### config.mk
export PLATFORM = sky130hd
export DESIGN_NAME = uart_rx
export DESIGN_NICKNAME = d
export VERILOG_FILES = /design/src/rtl/uart_pkg.sv /design/src/rtl/uart_sync2.sv /design/src/rtl/uart_rx.sv
export SDC_FILE = /design/constraint.sdc
export NUM_CORES = 1
export LEC_CHECK = 0
export ABC_AREA = 1
export CAP_MARGIN = 20
export CORE_MARGIN = 5
export CORE_UTILIZATION = 35
export DETAILED_ROUTE_END_ITERATION = 8
export GPL_TIMING_DRIVEN = 0
export PLACE_DENSITY = 0.48
export SETUP_SLACK_MARGIN = 0.1
export SYNTH_ARGS = -nofsm -noshare
export SYNTH_HDL_FRONTEND = slang
export SYNTH_SLANG_ARGS = --single-unit
### constraint.sdc
create_clock -name clk -period 3.1 [get_ports clk]
set_input_delay 0.62 -clock clk [delete_from_list [all_inputs] [get_ports clk]]
set_output_delay 0.62 -clock clk [all_outputs]
set_load 0.01 [all_outputs]
### src/rtl/uart_pkg.sv
// uart_pkg: shared UART types and constants for the RX and TX stages
package uart_pkg;
  localparam int DATA_BITS = 8;
  typedef enum logic [2:0] {IDLE, START, DATA, PARITY, STOP} state_t;
  function automatic int clog2(input int v);
    int r;
    r = 0;
    while ((1 << r) < v) r++;
    return r;
  endfunction
endpackage

### src/rtl/uart_sync2.sv
// uart_sync2: two-flop synchroniser for an asynchronous input, resets to 1 (idle line)
module uart_sync2 (
  input  logic clk,
  input  logic rst,
  input  logic d,
  output logic q
);
  logic [1:0] ff;
  assign q = ff[1];
  // shift the async input through two flops to settle metastability
  always_ff @(posedge clk or posedge rst)
    if (rst) ff <= 2'b11;
    else ff <= {ff[0], d};
endmodule

### src/rtl/uart_rx.sv
// uart_rx: 8N1 UART receiver (8E1 with even-parity check when RX_PARITY_EN is defined)
module uart_rx
  import uart_pkg::*;
#(
  parameter int CLK_FREQ     = 50_000_000,
  parameter int BAUD_RATE    = 9600,
  parameter int CLKS_PER_BIT = CLK_FREQ / BAUD_RATE
) (
  input  logic                 clk,
  input  logic                 reset,
  input  logic                 RxD,
  output logic [DATA_BITS-1:0] RxData,
  output logic                 rx_valid,
  output logic                 frame_err,
  output logic                 parity_err,
  output logic                 busy
);
  localparam int CW = clog2(CLKS_PER_BIT);
  localparam int BW = clog2(DATA_BITS);
  localparam logic [CW-1:0] MID = CW'(CLKS_PER_BIT / 2 - 1);
  localparam logic [CW-1:0] LAST = CW'(CLKS_PER_BIT - 1);
  localparam logic [BW-1:0] LAST_BIT = BW'(DATA_BITS - 1);
  state_t               state;
  logic [CW-1:0]        clk_cnt;
  logic [BW-1:0]        bit_idx;
  logic [DATA_BITS-1:0] shift;
  logic                 rxd_s;
  uart_sync2 u_sync (.clk(clk), .rst(reset), .d(RxD), .q(rxd_s));
  assign busy = state != IDLE;
`ifdef RX_PARITY_EN
  logic par_bit;
`else
  assign parity_err = 1'b0;
`endif
  // receive FSM: start detect, centre sampling of data/parity/stop, registered strobes
  always_ff @(posedge clk or posedge reset)
    if (reset) begin
      state     <= IDLE;
      clk_cnt   <= '0;
      bit_idx   <= '0;
      shift     <= '0;
      RxData    <= '0;
      rx_valid  <= 1'b0;
      frame_err <= 1'b0;
`ifdef RX_PARITY_EN
      par_bit    <= 1'b0;
      parity_err <= 1'b0;
`endif
    end else begin
      rx_valid  <= 1'b0;
      frame_err <= 1'b0;
`ifdef RX_PARITY_EN
      parity_err <= 1'b0;
`endif
      clk_cnt <= clk_cnt + 1'b1;
      case (state)
        IDLE: begin
          clk_cnt <= '0;
          if (!rxd_s) state <= START;
        end
        START:
          if (clk_cnt == MID) begin
            clk_cnt <= '0;
            bit_idx <= '0;
            state   <= rxd_s ? IDLE : DATA;
          end
        DATA:
          if (clk_cnt == LAST) begin
            clk_cnt <= '0;
            shift   <= {rxd_s, shift[DATA_BITS-1:1]};
            bit_idx <= bit_idx + 1'b1;
`ifdef RX_PARITY_EN
            if (bit_idx == LAST_BIT) state <= PARITY;
`else
            if (bit_idx == LAST_BIT) state <= STOP;
`endif
          end
`ifdef RX_PARITY_EN
        PARITY:
          if (clk_cnt == LAST) begin
            clk_cnt <= '0;
            par_bit <= rxd_s;
            state   <= STOP;
          end
`endif
        STOP:
          if (clk_cnt == LAST) begin
            clk_cnt <= '0;
            state   <= IDLE;
            if (!rxd_s) frame_err <= 1'b1;
`ifdef RX_PARITY_EN
            else if (^{shift, par_bit}) parity_err <= 1'b1;
`endif
            else begin
              RxData   <= shift;
              rx_valid <= 1'b1;
            end
          end
        default: state <= IDLE;
      endcase
    end
endmodule

==> results.md <==
- Vias in the first global route: 1461
- DR WL/cell: 11.81 um
- Slew Limit Headroom: 45.69%
- Yosys warning total: 0
- Total CTS buffers: 5
- DR iter-0 viols: 46
- Final WS setup: 0.8417 ns
- Power share of the sequential group: 53.4%
- Area delta synth->final: 16.23%
- Endpoints failing hold: 0
- CTS Hold Bufs: 0
- Clock-pin slew on the worst setup and hold paths: 0.08 ns
- Syn nets: 241
- Synthesis-stage register bit count: 39
- Clock Sinks: 39
- Worst Path Required: 2.48 ns
- TritonRoute pass-1 iters: 4
- Vias/cell: 4.357
- Gpl congestion: 0.8062
- Worst slew pin tran: 0.8135 ns
- Nets: 261
- Post-synth top area share: 45.15%
- Initial antenna violation count: 0
- Power Density: 402.6 nW/um2
- Fmax: 0.4428 GHz
- Final ANT Viol Nets: 0
- Min cycle time layout: 2.258 ns
- Mapped Avg Cell Area: 8.726 um2
- DRC Markers: 0
- Endpoints failing setup: 0
- I/O Buffers: 13
- Placed Area: 2271 um2
- Max-slew violation total from the final report: 0
- Synthesized area: 2051 um2
- Layout Skew: 0.006934 ns
- Status: complete, no violations
- CP Launch Type: register
- Mapped Cells: 235
- Final instance area: 2384 um2
- Clk network pwr share: 45.2%
- Max Cap Viol: 0
- Arrival @ worst endpoint: 1.64 ns
- Vias: 1429
- Post-synthesis sequential area ratio: 47.71%
- Setup_tns: 0 ns
- H-tree depth: 2
- Latest clock arrival within the worst-skew pair: 0.29 ns
- Pre-CTS setup slack: 1.174 ns
- Post-synth EDFFs: 0
- Post-CTS setup buffers: 0
- Worst setup EP type: primary output
- Switching share of power: 21.46%
- Die area: 7490 um2
- CTS resizes: 0
- RSZ-0062 raised after global routing: false
- Top post-synthesis cells by area: dfrtp_1, nand2_1, inv_1
- Most used DFF post-synth: dfrtp_1
- Final Cycle Share: 72.85%
- N_diodes: 0
- Core area: 5608 um2
- VDD IR max: 0.0001706 V
- Die X: 86.55 um
- Kind of critical path: reg -> out
- Largest net degree at the start of global routing: 40
- Hpwl dp: 2840 um
- Io pins: 15
- Switching power: 0.2059 mW
- Area leader, netlist: dfrtp_1
- First-pass GRT wire length: 6851 um
- GRT Resource Usage Total: 11.71%
- Routed WL: 3875 um
- Internal: 0.7538 mW
- Cell variety after synth: 27
- CTS root buf: clkbuf_8
- Ys async rst share: 100.0%
- Static Leak: 1.218 nW
- Initial Util: 36.57%
- Crit-path max FO: 3
- Final Hold Slack: 0.3596 ns
- Clk buf depth: 2
- Min-delay worst type: reg -> reg
- FP Rows: 27
- Total gr overflow: 0
- Share of layout cells above drive strength 1: 20.31%
- Pwr Total: 0.9597 mW
- CTS tree: done
- Die Y: 86.55 um
- Combinational power share: 1.5%
-- final cells by class --
| class | instances | area (um2) |
|---|---|---|
| clock inverters | 3 | 43.79 |
| flip-flops and latches | 39 | 978.4 |
| well taps | 72 | 90.09 |
| inverters | 44 | 171.4 |
| fillers | 592 | 3224 |
| clock buffers | 5 | 68.82 |
| plain buffers | 3 | 30.03 |
| multi-input cells | 149 | 870.8 |
| repair buffers | 13 | 130.1 |
-- cell usage in the layout (no fill, tap or decap), types with 3 or more instances in the layout --
cell | synthesis | final
clkbuf_8 | 0 | 5
clkdlybuf4s50_1 | 0 | 13
dfrtp_1 | 37 | 37
ha_1 | 3 | 3
inv_1 | 41 | 40
nand2_1 | 56 | 56
nand2_2 | 5 | 5
nand2_4 | 3 | 3
nand3_1 | 13 | 13
nand4_1 | 5 | 5
nor2_1 | 20 | 20
nor2_2 | 9 | 9
o21ai_0 | 5 | 5
o21ai_2 | 12 | 12
xor2_1 | 7 | 7
-- registers in the layout (all words and copies together) (netlist names) --
register,count
clk_cnt,13
RxData,8
shift,8
bit_idx,3
state,3
u_sync.ff,2
frame_err,1
rx_valid,1
-- power groups by stage --
stage / logic, mW / registers, mW / clock network [mW]
after detailed placement: 0.0154 / 0.522 / 0
final: 0.0141 / 0.512 / 0.433
after CTS: 0.0154 / 0.512 / 0.447
after floorplan: 0.00922 / 0.522 / 0
after global placement: 0.0154 / 0.522 / 0
after global routing: 0.0170 / 0.513 / 0.469
-- synth_stat cells, types with 2 or more instances --
cell type / number
buf_6: 2
inv_1: 41
dfstp_2: 2
o21ai_0: 5
nand2_4: 3
ha_1: 3
dfrtp_1: 37
xor2_1: 7
nand3_4: 2
nor3_1: 2
nor2_1: 20
o21ai_2: 12
nor2_2: 9
nand2_1: 56
nand4_1: 5
nor3_4: 2
nand3_1: 13
nand2_2: 5
-- stage by stage --
step / util [%] / std cells
2_1_floorplan: - / 235
3_3_place_gp: 40.50 / 320
3_5_place_dp: 40.50 / 320
4_1_cts: 42.50 / 328
5_1_grt: 42.50 / 328
6_report: 42.50 / 328
-- cell families (layout without fill, tap and decap cells) --
group	after synthesis	count (layout)	share of synthesized area, %
and+or+nand+nor	119	119	30.32
buffers and inverters	47	68	9.823
DFF	39	39	47.71
AOI/OAI and AO/OA	18	18	6.711
xor gates and xnor gates	8	8	3.417
adders and majority gates	3	3	1.831
other	1	1	0.1829
-- worst max-delay path: stages, from the launching register on --
cell             delay (ns)
dfrtp_1                0.41
inv_1                  0.12
nand2_1                0.11
nor2_1                 0.18
inv_1                  0.06
clkdlybuf4s50_1        0.47
-- path summary, 6_finish.rpt --
kind                                   start            to  slack [ns]  depth (start not counted)
worst max register to register    clk_cnt[0]     RxData[0]        1.37                          9
worst max-delay path                state[1]          busy        0.84                          5
worst min-delay path            u_sync.ff[0]  u_sync.ff[1]        0.36                          0
worst min register to register  u_sync.ff[0]  u_sync.ff[1]        0.36                          0
max in group asynchronous              reset     frame_err        1.79                          2
min in group asynchronous              reset      shift[2]        0.80                          2
-- per-layer routing --
| layer | GRT usage, % | up-vias | part of all wire [%] |
|---|---|---|---|
| met1 | 16.26 | 659 | 50 |
| li1 | - | 754 | - |
| met5 | 0 | - | 0 |
| met4 | 3.824 | 0 | 1.2 |
| met3 | 2.852 | 4 | 2.2 |
| met2 | 17.87 | 12 | 46 |
No activity file was read; power rests on OpenSTA's default activity.
